<file path="src/rtl/key_debounce_scan.sv">
// key_debounce_scan: synchronises, debounces and encodes the raw key pins.
// Ports:
//   clk         system clock, sole clock
//   reset       asynchronous active-high reset
//   key_raw     raw bouncing key pins (polarity set by ACTIVE_LOW)
//   key_out     debounced key state, 1 = pressed (toggle latch with KEY_TOGGLE_EN)
//   key_press   one-cycle pulse on each debounced press
//   key_release one-cycle pulse on each debounced release
//   any_key     OR of key_out
//   key_code    index of lowest set bit of key_out
//   key_valid   equals any_key; qualifies key_code
// Optional build macro KEY_TOGGLE_EN: key_out inverts on every debounced press.
module key_debounce_scan #(
    parameter int NKEYS      = 9,
    parameter int TICK_DIV   = 100000,
    parameter int DEB_COUNT  = 8,
    parameter int ACTIVE_LOW = 1
) (
    input  logic                     clk,
    input  logic                     reset,
    input  logic [NKEYS-1:0]         key_raw,
    output logic [NKEYS-1:0]         key_out,
    output logic [NKEYS-1:0]         key_press,
    output logic [NKEYS-1:0]         key_release,
    output logic                     any_key,
    output logic [$clog2(NKEYS)-1:0] key_code,
    output logic                     key_valid
);
    localparam int CW = $clog2(NKEYS);
    localparam int DW = $clog2(TICK_DIV);
    localparam int NW = $clog2(DEB_COUNT + 1);
    localparam logic [NKEYS-1:0] IDLE = {NKEYS{ACTIVE_LOW != 0}};

    logic [NKEYS-1:0] sync1_q, sync2_q, sample, stable_q, stable_d, rise, fall, out_d;
    logic [DW-1:0]    div_q, div_d;
    logic             tick;
    logic [NW-1:0]    cnt_q [NKEYS];
    logic [NW-1:0]    cnt_d [NKEYS];
    logic [CW-1:0]    code_d;

    always_comb begin
        // XOR with the idle level normalises the pins to active-high
        sample = sync2_q ^ IDLE;
        tick   = div_q == DW'(TICK_DIV - 1);
        div_d  = tick ? '0 : div_q + 1'b1;
        for (int i = 0; i < NKEYS; i++) begin
            stable_d[i] = stable_q[i];
            cnt_d[i]    = cnt_q[i];
            if (tick) begin
                if (sample[i] == stable_q[i]) begin
                    cnt_d[i] = '0;
                end else if (cnt_q[i] == NW'(DEB_COUNT - 1)) begin
                    stable_d[i] = ~stable_q[i];
                    cnt_d[i]    = '0;
                end else begin
                    cnt_d[i] = cnt_q[i] + 1'b1;
                end
            end
        end
        rise = stable_d & ~stable_q;
        fall = ~stable_d & stable_q;
`ifdef KEY_TOGGLE_EN
        out_d = key_out ^ rise;
`else
        out_d = stable_d;
`endif
        // scan downwards so the lowest set index is the last one written
        code_d = '0;
        for (int i = NKEYS - 1; i >= 0; i--)
            if (out_d[i]) code_d = CW'(i);
    end

    always_ff @(posedge clk or posedge reset) begin
        if (reset) begin
            sync1_q     <= IDLE;
            sync2_q     <= IDLE;
            div_q       <= '0;
            stable_q    <= '0;
            cnt_q       <= '{default: '0};
            key_out     <= '0;
            key_press   <= '0;
            key_release <= '0;
            any_key     <= 1'b0;
            key_code    <= '0;
            key_valid   <= 1'b0;
        end else begin
            sync1_q     <= key_raw;
            sync2_q     <= sync1_q;
            div_q       <= div_d;
            stable_q    <= stable_d;
            cnt_q       <= cnt_d;
            key_out     <= out_d;
            key_press   <= rise;
            key_release <= fall;
            any_key     <= |out_d;
            key_code    <= code_d;
            key_valid   <= |out_d;
        end
    end
endmodule

</file>
<file path="config.mk">
export PLATFORM = sky130hd
export DESIGN_NAME = key_debounce_scan
export DESIGN_NICKNAME = d
export VERILOG_FILES = /design/src/rtl/key_debounce_scan.sv
export SDC_FILE = /design/constraint.sdc
export NUM_CORES = 1
export LEC_CHECK = 0
export ABC_AREA = 1
export CAP_MARGIN = 20
export CORE_MARGIN = 8
export CORE_UTILIZATION = 45
export CTS_BUF_LIST = sky130_fd_sc_hd__clkbuf_4
export DETAILED_ROUTE_END_ITERATION = 8
export PLACE_DENSITY = 0.69
export SLEW_MARGIN = 20
export SYNTH_ARGS = -nofsm -noshare
export SYNTH_HDL_FRONTEND = slang
export SYNTH_SLANG_ARGS = --single-unit
export TNS_END_PERCENT = 30
</file>
<file path="constraint.sdc">
create_clock -name clk -period 3.6 [get_ports clk]
set_clock_uncertainty 0.1 [all_clocks]
set_input_delay 0.36 -clock clk [delete_from_list [all_inputs] [get_ports clk]]
set_output_delay 0.36 -clock clk [all_outputs]
set_load 0.02 [all_outputs]
</file>
* After elaboration in Yosys (flattened, before gate mapping)
Cells that the tools add are included.
Word-level totals: bits in registers 103, input bits 11, output and inout bits 33, logic and storage cells 116
Cells by class: add/sub/neg operators 10, equal/unequal tests 19, multiplexer cells 55, bitwise gates (word level) 14, reductions and logical operators 1
Operators with widths (number):
- two-way mux 4 bit | 27
- adder 4 x 1 -> 4 bit (second input constant) | 9
- == test 4 x 3 -> 1 bit (second input constant) | 9
- two-way mux 1 bit | 27
- inverter 9 bit | 3
- bitwise AND 9 bit | 2
- adder 17 x 1 -> 17 bit (second input constant) | 1
- == test 17 bit (second input constant) | 1
- two-way mux 17 bit | 1
- == test 1 bit | 9
- inverter 1 bit | 9
- OR reduction 9 bit | 1

* Logic depth before layout (Yosys ltp)
Gate-level depths: netlist of the first run.
depth in word-level cells 13, depth in mapped cells 16, depth with buffers taken out 14

* Worst setup path before layout of the first run
Ideal clock, no wire load.
kind register to register, start point register div_q[0], end point register key_valid, library setup time 127 ps, arrival 1596 ps, required time 3373 ps, slack 1776 ps, cell stages (with the launch flop) 12, buffers on the path 1, period minus slack after synthesis 1824 ps, cell sequence dfrtp_1 -> ha_1 -> nand3_1 -> nor2_2 -> nand3_2 -> clkinv_2 -> buf_6 -> nand2_1 -> nand2_2 -> nand2_2 -> nor3_4 -> nand3_1
Between the ends: longest elaborated chain between the ends 3, elaborated cells between the ends (all ways) 11, those cells by class 1 x eq/ne; 9 x mux; 1 x reduce/logical
RTL lines:
- start, declared | line 35 | logic [DW-1:0] div_q, div_d;
- start signal, assigned | line 89 | div_q <= div_d;
- == test 17 bit * | line 44 | tick = div_q == DW'(TICK_DIV - 1);
- two-way mux 1 bit | line 49 | if (tick) begin
- OR reduction 9 bit * | line 97 | key_valid <= |out_d;
- end signal, assigned | line 97
- end, declared | line 27 | output logic key_valid
Mark *: on every way between the ends. The rest lies on a longest branch, timed or not. A chain may end at the register's enable or synchronous reset.

* Worst setup path after layout of the first run
start point register div_q[0], end point register key_code[3]
Between the ends: elaborated cells between the ends (all ways) 19, those cells by class 1 x eq/ne; 18 x mux
RTL lines:
- == test 17 bit | line 44
- two-way mux 1 bit | line 49
- via out_d[1] | line 34 | logic [NKEYS-1:0] sync1_q, sync2_q, sample, stable_q, stable_d, rise, fall, out_d;
- two-way mux 4 bit (2 in a row) | line 70 | if (out_d[i]) code_d = CW'(i);
- via code_d[3] | line 39 | logic [CW-1:0] code_d;
- end signal, assigned | line 96 | key_code <= code_d;
- end, declared | line 26 | output logic [$clog2(NKEYS)-1:0] key_code,
The timed path passes the listed nets, and every way through them passes these cells.

==> results of run 1 <==
-- cells in the mapped netlist (2+ instances only) --
cell       n  area share
o21ai_0   29       0.031
dfrtp_1   85        0.46
nand4_1    5      0.0067
nor2_1    77       0.062
a21o_1     3      0.0048
nor4_1     6      0.0081
dfstp_2   18        0.10
buf_6      2      0.0048
buf_2      3      0.0032
inv_1     71       0.057
nor3_1    17       0.018
o211ai_1   6      0.0097
nand2_1   96       0.077
nor2_2     2      0.0027
a31oi_1    4      0.0054
buf_4      2      0.0032
ha_1      10       0.027
nand2_2    4      0.0054
nor3b_1    3      0.0048
clkbuf_1   5      0.0040
a21oi_1   33       0.035
xor2_1     6       0.011
nand3_1   31       0.033
inv_2      5      0.0040
-- logic make-up after synthesis --
| family | after synthesis | share of synthesized area |
|---|---|---|
| DFF | 103 | 0.558 |
| and+or+nand+nor | 244 | 0.226 |
| muxes | 1 | 0.00215 |
| adders and majority gates | 10 | 0.0269 |
| AOI/OAI and AO/OA | 81 | 0.0983 |
| xor gates and xnor gates | 6 | 0.0113 |
| buffers and inverters | 89 | 0.0776 |
-- registers in the layout, summed over array words and instances, names as in the netlist --
signal and flops:
cnt_q 36, div_q 17, key_code 4, key_press 9, key_release 9, key_valid 1, stable_q 9, sync1_q 9
sync2_q 9
-- metrics by stage --
step	utilization	hold WS, ns
6_report	0.528	0.158
5_1_grt	0.528	0.112
4_1_cts	0.528	0.122
3_5_place_dp	0.514	0.247
3_3_place_gp	0.514	0.246
2_1_floorplan	-	0.245
-- worst max-delay path, delay by kind of cell (launching register included) --
family	cells	cell delay, ns
adders and majority gates	1	0.24
buffers and inverters	2	0.37
and+or+nand+nor	8	1.09
DFF	1	0.43
AOI/OAI and AO/OA	1	0.16
-- routing by layer --
layer,wire length (µm),vias up
met5,0,-
met1,4230,1702
met2,4530,73
met4,206,0
li1,-,1813
met3,428,21
-- cell usage in the layout, fill, tap and decap left out, types with 2 or more instances in the layout --
master and count:
nand2_1 96, dfrtp_1 85, nor2_1 77, inv_1 70, clkdlybuf4s50_1 43, a21oi_1 33
nand3_1 31, o21ai_0 29, dfstp_2 18, nor3_1 17, ha_1 10, clkbuf_4 9
nor4_1 6, xor2_1 6, o211ai_1 6, inv_2 5, nand4_1 5, nand2_2 4
a31oi_1 4, a21o_1 3, nor3b_1 3, buf_4 3, nor2_2 2, inv_6 2
clkinv_8 2
-- layout make-up --
type,count,share of cell area
clock inverters,7,0.0144
inverters,77,0.0544
multi-input cells,342,0.315
well taps,136,0.0316
flip-flops and latches,103,0.483
clock buffers,9,0.0126
repair buffers,47,0.0879
-- worst paths after layout --
kind | slack (ns) | cells past startpoint | endpoint | startpoint
worst max-delay path | 1.14 | 12 | key_code[3] | div_q[0]
worst min-delay path | 0.16 | 1 | sync1_q[0] | key_raw[0]
worst max register to register | 1.14 | 12 | key_code[3] | div_q[0]
worst min register to register | 0.27 | 0 | sync2_q[8] | sync1_q[8]
max in group asynchronous | 2.72 | 3 | stable_q[8] | reset
min in group asynchronous | 0.21 | 3 | key_release[5] | reset
-- power groups by stage --
stage,combinational [mW],sequential [mW],clock [mW]
final,0.0508,1.18,0.589
after global routing,0.0589,1.19,0.663
after CTS,0.0531,1.18,0.622
after detailed placement,0.0529,1.20,0
after global placement,0.0523,1.20,0
after floorplan,0.0293,1.20,0
==> qor.yml, run 1 <==
outcome:
  status: "complete, no violations"
clock_tree:
  clock-root-buffer: "clkbuf_4"
  clockBufferDepth: 2
  cts_tree: "done"
  clock-sinks: 103
  cts_setup_buffers: 0
  holdBufCountCts: 0
  cts.htree.levels: 3
  clk_latency_ns: 0.47
  cts.clk_slew.worst_paths_ns: 0.18
  cts_resized: 0
  cts-buffers-inserted: 9
route:
  vias: 3609
  drt.antenna.violating_nets: 0
  first_iter_violations: 196
  detail_route.wl_per_cell_um: 13.0
  wl_um: 9400
  drc: 0
  firstDrtPassIters: 4
  vias_per_cell: 5.01
placed_design:
  preCtsSetupSlack_ns: 1.16
  port_buffers: 43
  dp_cells: 705
  dp_hpwl_um: 6670
  place_congestion: 0.861
  place_area_um2: 5230
worst_setup_path:
  critical_path.most_common_cell: "nor2_1"
  cp_slowest_stage_delay_ns: 0.43
  cp.required_ns: 3.92
  path_cells: "ha_1, nand3_1, nor2_2, nand3_2, clkinv_2, o211ai_1, nand2_1, nor2_1, inv_2, nor2_1, nand2_1, nor2_1"
  crit_path_top_delay_cell: "dfrtp_1"
  path_class: "reg -> reg"
  cp_max_fo: 17
  worstPathArrival_ns: 2.78
  startpoint_type: "flip-flop"
  end_kind: "flip-flop"
synth:
  ys.flop_type: "dfrtp_1"
  syn_inst: 534
  postSynthAreaPerCell_um2: 8.72
  netlist_area_um2: 4660
  yosysWarnings: 0
  ys_async_sr_fraction: 1.00
  yosysUniqueCellTypes: 35
  seq_area_frac_synth: 0.558
  synth_nets: 555
  synth_edf_count: 0
  synth-seq-cells: 103
timing:
  grt_setup_unrepaired: "false"
  fin_crit_ns: 2.46
  setup_viol: 0
  min_period_over_period: 0.684
  slew_headroom: 0.614
  setup_tns_ns: 0
  fin_ws_ns: 1.14
  hold_viol: 0
  fmax_ghz: 0.406
  drv_slew: 0
  tightestPinTransition_ns: 0.574
grt:
  gr-usage-met1: 0.177
  grt_max_degree: 104
  use_met3: 0.0369
  grt.overflow.total: 0
  grt_util_all_layers: 0.144
  grt_busiest_layer: "met2"
  antenna_found_initial: 0
  grtUsageMet2: 0.232
  grt_pass1_wl_um: 16500
  grt_pass1_vias: 3573
power:
  p_clk_frac: 0.323
  ir_drop_v: 0.000206
  finalPower_mw: 1.82
  powerDensity_nw_per_um2: 339
  sw_frac_of_total: 0.255
  power_switching_uw: 465
  p_seq_frac: 0.649
  leakagePower_nw: 2.55
  internal_power_mw: 1.36
  comb_power_share: 0.028
final_layout:
  ff_latch_area_um2: 2600
  multi_input_area_um2: 1700
  final_cell_area_um2: 5380
  drive_above_1_share: 0.0957
  antenna_cells: 0
  areaGrowthSynthToFinish_pct: 15.4
  nets: 601
  num-fill-cells: 959
  fin_cells: 721
floorplan:
  initial_utilization: 0.457
  io_pins: 44
  die_w_um: 118
  dieHeight_um: 118
  core_area_um2: 10200
  die_area_um2: 13900
  rows: 37
run:
  maxCapViolCount: 0
min_path:
  hold_path.class: "in -> reg"
Power figures use the tool's default switching activity.
==> inputs of run 2 (changes only) <==
Clock period 3.6 ns to 2.4 ns, I/O delays scaled along.
==> run 2 against run 1 <==
Against the previous run:
- register-to-register slack got worse by 0.91 ns
- final cell count increased by 0.69%
- worst hold slack got worse by 0.089 ns
- largest cell class unchanged
==> qor.yml, run 2 (synthesis results as in run 1) <==
outcome:
  status: "complete, no violations"
grt:
  grt_pass1_vias: 3605
  grt_util_all_layers: 0.141
  grt.overflow.total: 0
  grt_busiest_layer: "met2"
  use_met3: 0.0470
  grt_pass1_wl_um: 16400
  gr-usage-met1: 0.167
  grt_max_degree: 104
  antenna_found_initial: 0
  grtUsageMet2: 0.238
placed_design:
  place_congestion: 0.843
  preCtsSetupSlack_ns: 0.283
  dp_hpwl_um: 6690
  port_buffers: 43
  dp_cells: 710
  place_area_um2: 5270
timing:
  drv_slew: 0
  min_period_over_period: 0.903
  fmax_ghz: 0.461
  grt_setup_unrepaired: "false"
  setup_viol: 0
  hold_viol: 0
  slew_headroom: 0.651
  fin_ws_ns: 0.232
  setup_tns_ns: 0
  fin_crit_ns: 2.17
  tightestPinTransition_ns: 0.524
power:
  powerDensity_nw_per_um2: 506
  internal_power_mw: 2.12
  sw_frac_of_total: 0.228
  p_clk_frac: 0.325
  p_seq_frac: 0.648
  ir_drop_v: 0.000520
  comb_power_share: 0.028
  leakagePower_nw: 2.57
  power_switching_uw: 624
route:
  firstDrtPassIters: 4
  drt.antenna.violating_nets: 0
  wl_um: 9460
  first_iter_violations: 222
  detail_route.wl_per_cell_um: 13.0
  vias: 3612
  vias_per_cell: 4.98
  drc: 0
final_layout:
  drive_above_1_share: 0.102
  final_cell_mix: "nand2_1, dfrtp_1, nor2_1, inv_1, clkdlybuf4s50_1"
  nets: 606
  largest_register_ffs: 36
  antenna_cells: 0
  layout_commonest_cell: "nand2_1"
  areaGrowthSynthToFinish_pct: 16.1
  fin_cells: 726
  largest-register: "cnt_q"
  largestRegisters: "cnt_q (36), div_q (17)"
  final_cell_area_um2: 5410
clock_tree:
  cts_setup_buffers: 0
  cts.htree.levels: 3
  clockBufferDepth: 2
  clk_latency_ns: 0.45
  clock-sinks: 103
  cts.clk_slew.worst_paths_ns: 0.16
  clock-root-buffer: "clkbuf_4"
  cts-buffers-inserted: 9
  cts_tree: "done"
worst_setup_path:
  end_kind: "flip-flop"
  cp_max_fo: 12
  worstPathArrival_ns: 2.44
  path_class: "reg -> reg"
  startpoint_type: "flip-flop"
  cp.required_ns: 2.67
floorplan:
  initial_utilization: 0.457
  core_area_um2: 10200
  rows: 37
  dieHeight_um: 118
  io_pins: 44
  die_w_um: 118
  die_area_um2: 13900
run:
  maxCapViolCount: 0
min_path:
  hold_path.class: "in -> reg"
## run 2: cell count changes in the layout (fill, tap and decap cells not counted)
cell	previous run	this run
buf_4	3	8
bufinv_16	0	1
clkbuf_4	9	10
clkinv_1	0	2
clkinv_2	1	2
clkinv_4	1	0
clkinv_8	2	0
clkinvlp_4	1	2
inv_4	1	0
inv_6	2	1
inv_8	1	0
nor3_1	17	16
nor3_2	0	1
## run 2: worst paths after layout
kind,start,slack (ns),depth (start not counted),to
max,div_q[0],0.23,7,cnt_q[27]
min,key_raw[2],0.07,1,sync1_q[2]
max reg2reg,div_q[0],0.23,7,cnt_q[27]
min reg2reg,sync1_q[0],0.27,0,sync2_q[0]
max in group asynchronous,reset,1.61,3,sync1_q[5]
min in group asynchronous,reset,0.19,3,key_release[2]
## run 2: timing repair
item                                    in CTS  in global routing
resized for setup                            0                  1
hold buffers                                 0                  0
endpoints found under the setup margin       0                  1
## run 2: metrics by stage
step                      total power [mW]  hold slack, ns   util
after floorplan                       1.85           0.144      -
after global placement                1.88           0.246  0.518
after detailed placement              1.88           0.247  0.518
after CTS                             2.77          0.0387  0.531
after global routing                  2.87          0.0143  0.531
final                                 2.74          0.0692  0.531
## run 2: metal layers
| layer | wire, µm | up-vias | share of wire |
|---|---|---|---|
| met2 | 4460 | 65 | 0.47 |
| met4 | 165 | 0 | 0.017 |
| li1 | - | 1815 | - |
| met3 | 430 | 12 | 0.045 |
| met1 | 4400 | 1720 | 0.47 |
| met5 | 0 | - | 0 |
## run 2: power groups by stage
stage               sequential [mW]  combinational [mW]  clock (mW)
finish                         1.77              0.0758       0.890
global route                   1.78              0.0889        1.00
CTS                            1.77              0.0794       0.921
detailed placement             1.81              0.0792           0
global placement               1.80              0.0783           0
floorplan                      1.80              0.0443           0
## run 2: worst max-delay path, stage by stage (launching register included)
cell and delay [ns]:
dfrtp_1 0.41, ha_1 0.21, nand3_1 0.23, nor4_1 0.33, nand2_1 0.33, nor2_1 0.23, nor2_1 0.07, nor3b_1 0.18
## run 2: final cells by class
| cell class | count | area (µm²) |
|---|---|---|
| Clock buffer | 10 | 75.1 |
| Clock inverter | 6 | 58.8 |
| Fill cell | 936 | 4770 |
| Inverter | 77 | 294 |
| Multi-Input combinational cell | 342 | 1700 |
| Sequential cell | 103 | 2600 |
| Tap cell | 136 | 170 |
| Timing Repair Buffer | 52 | 510 |
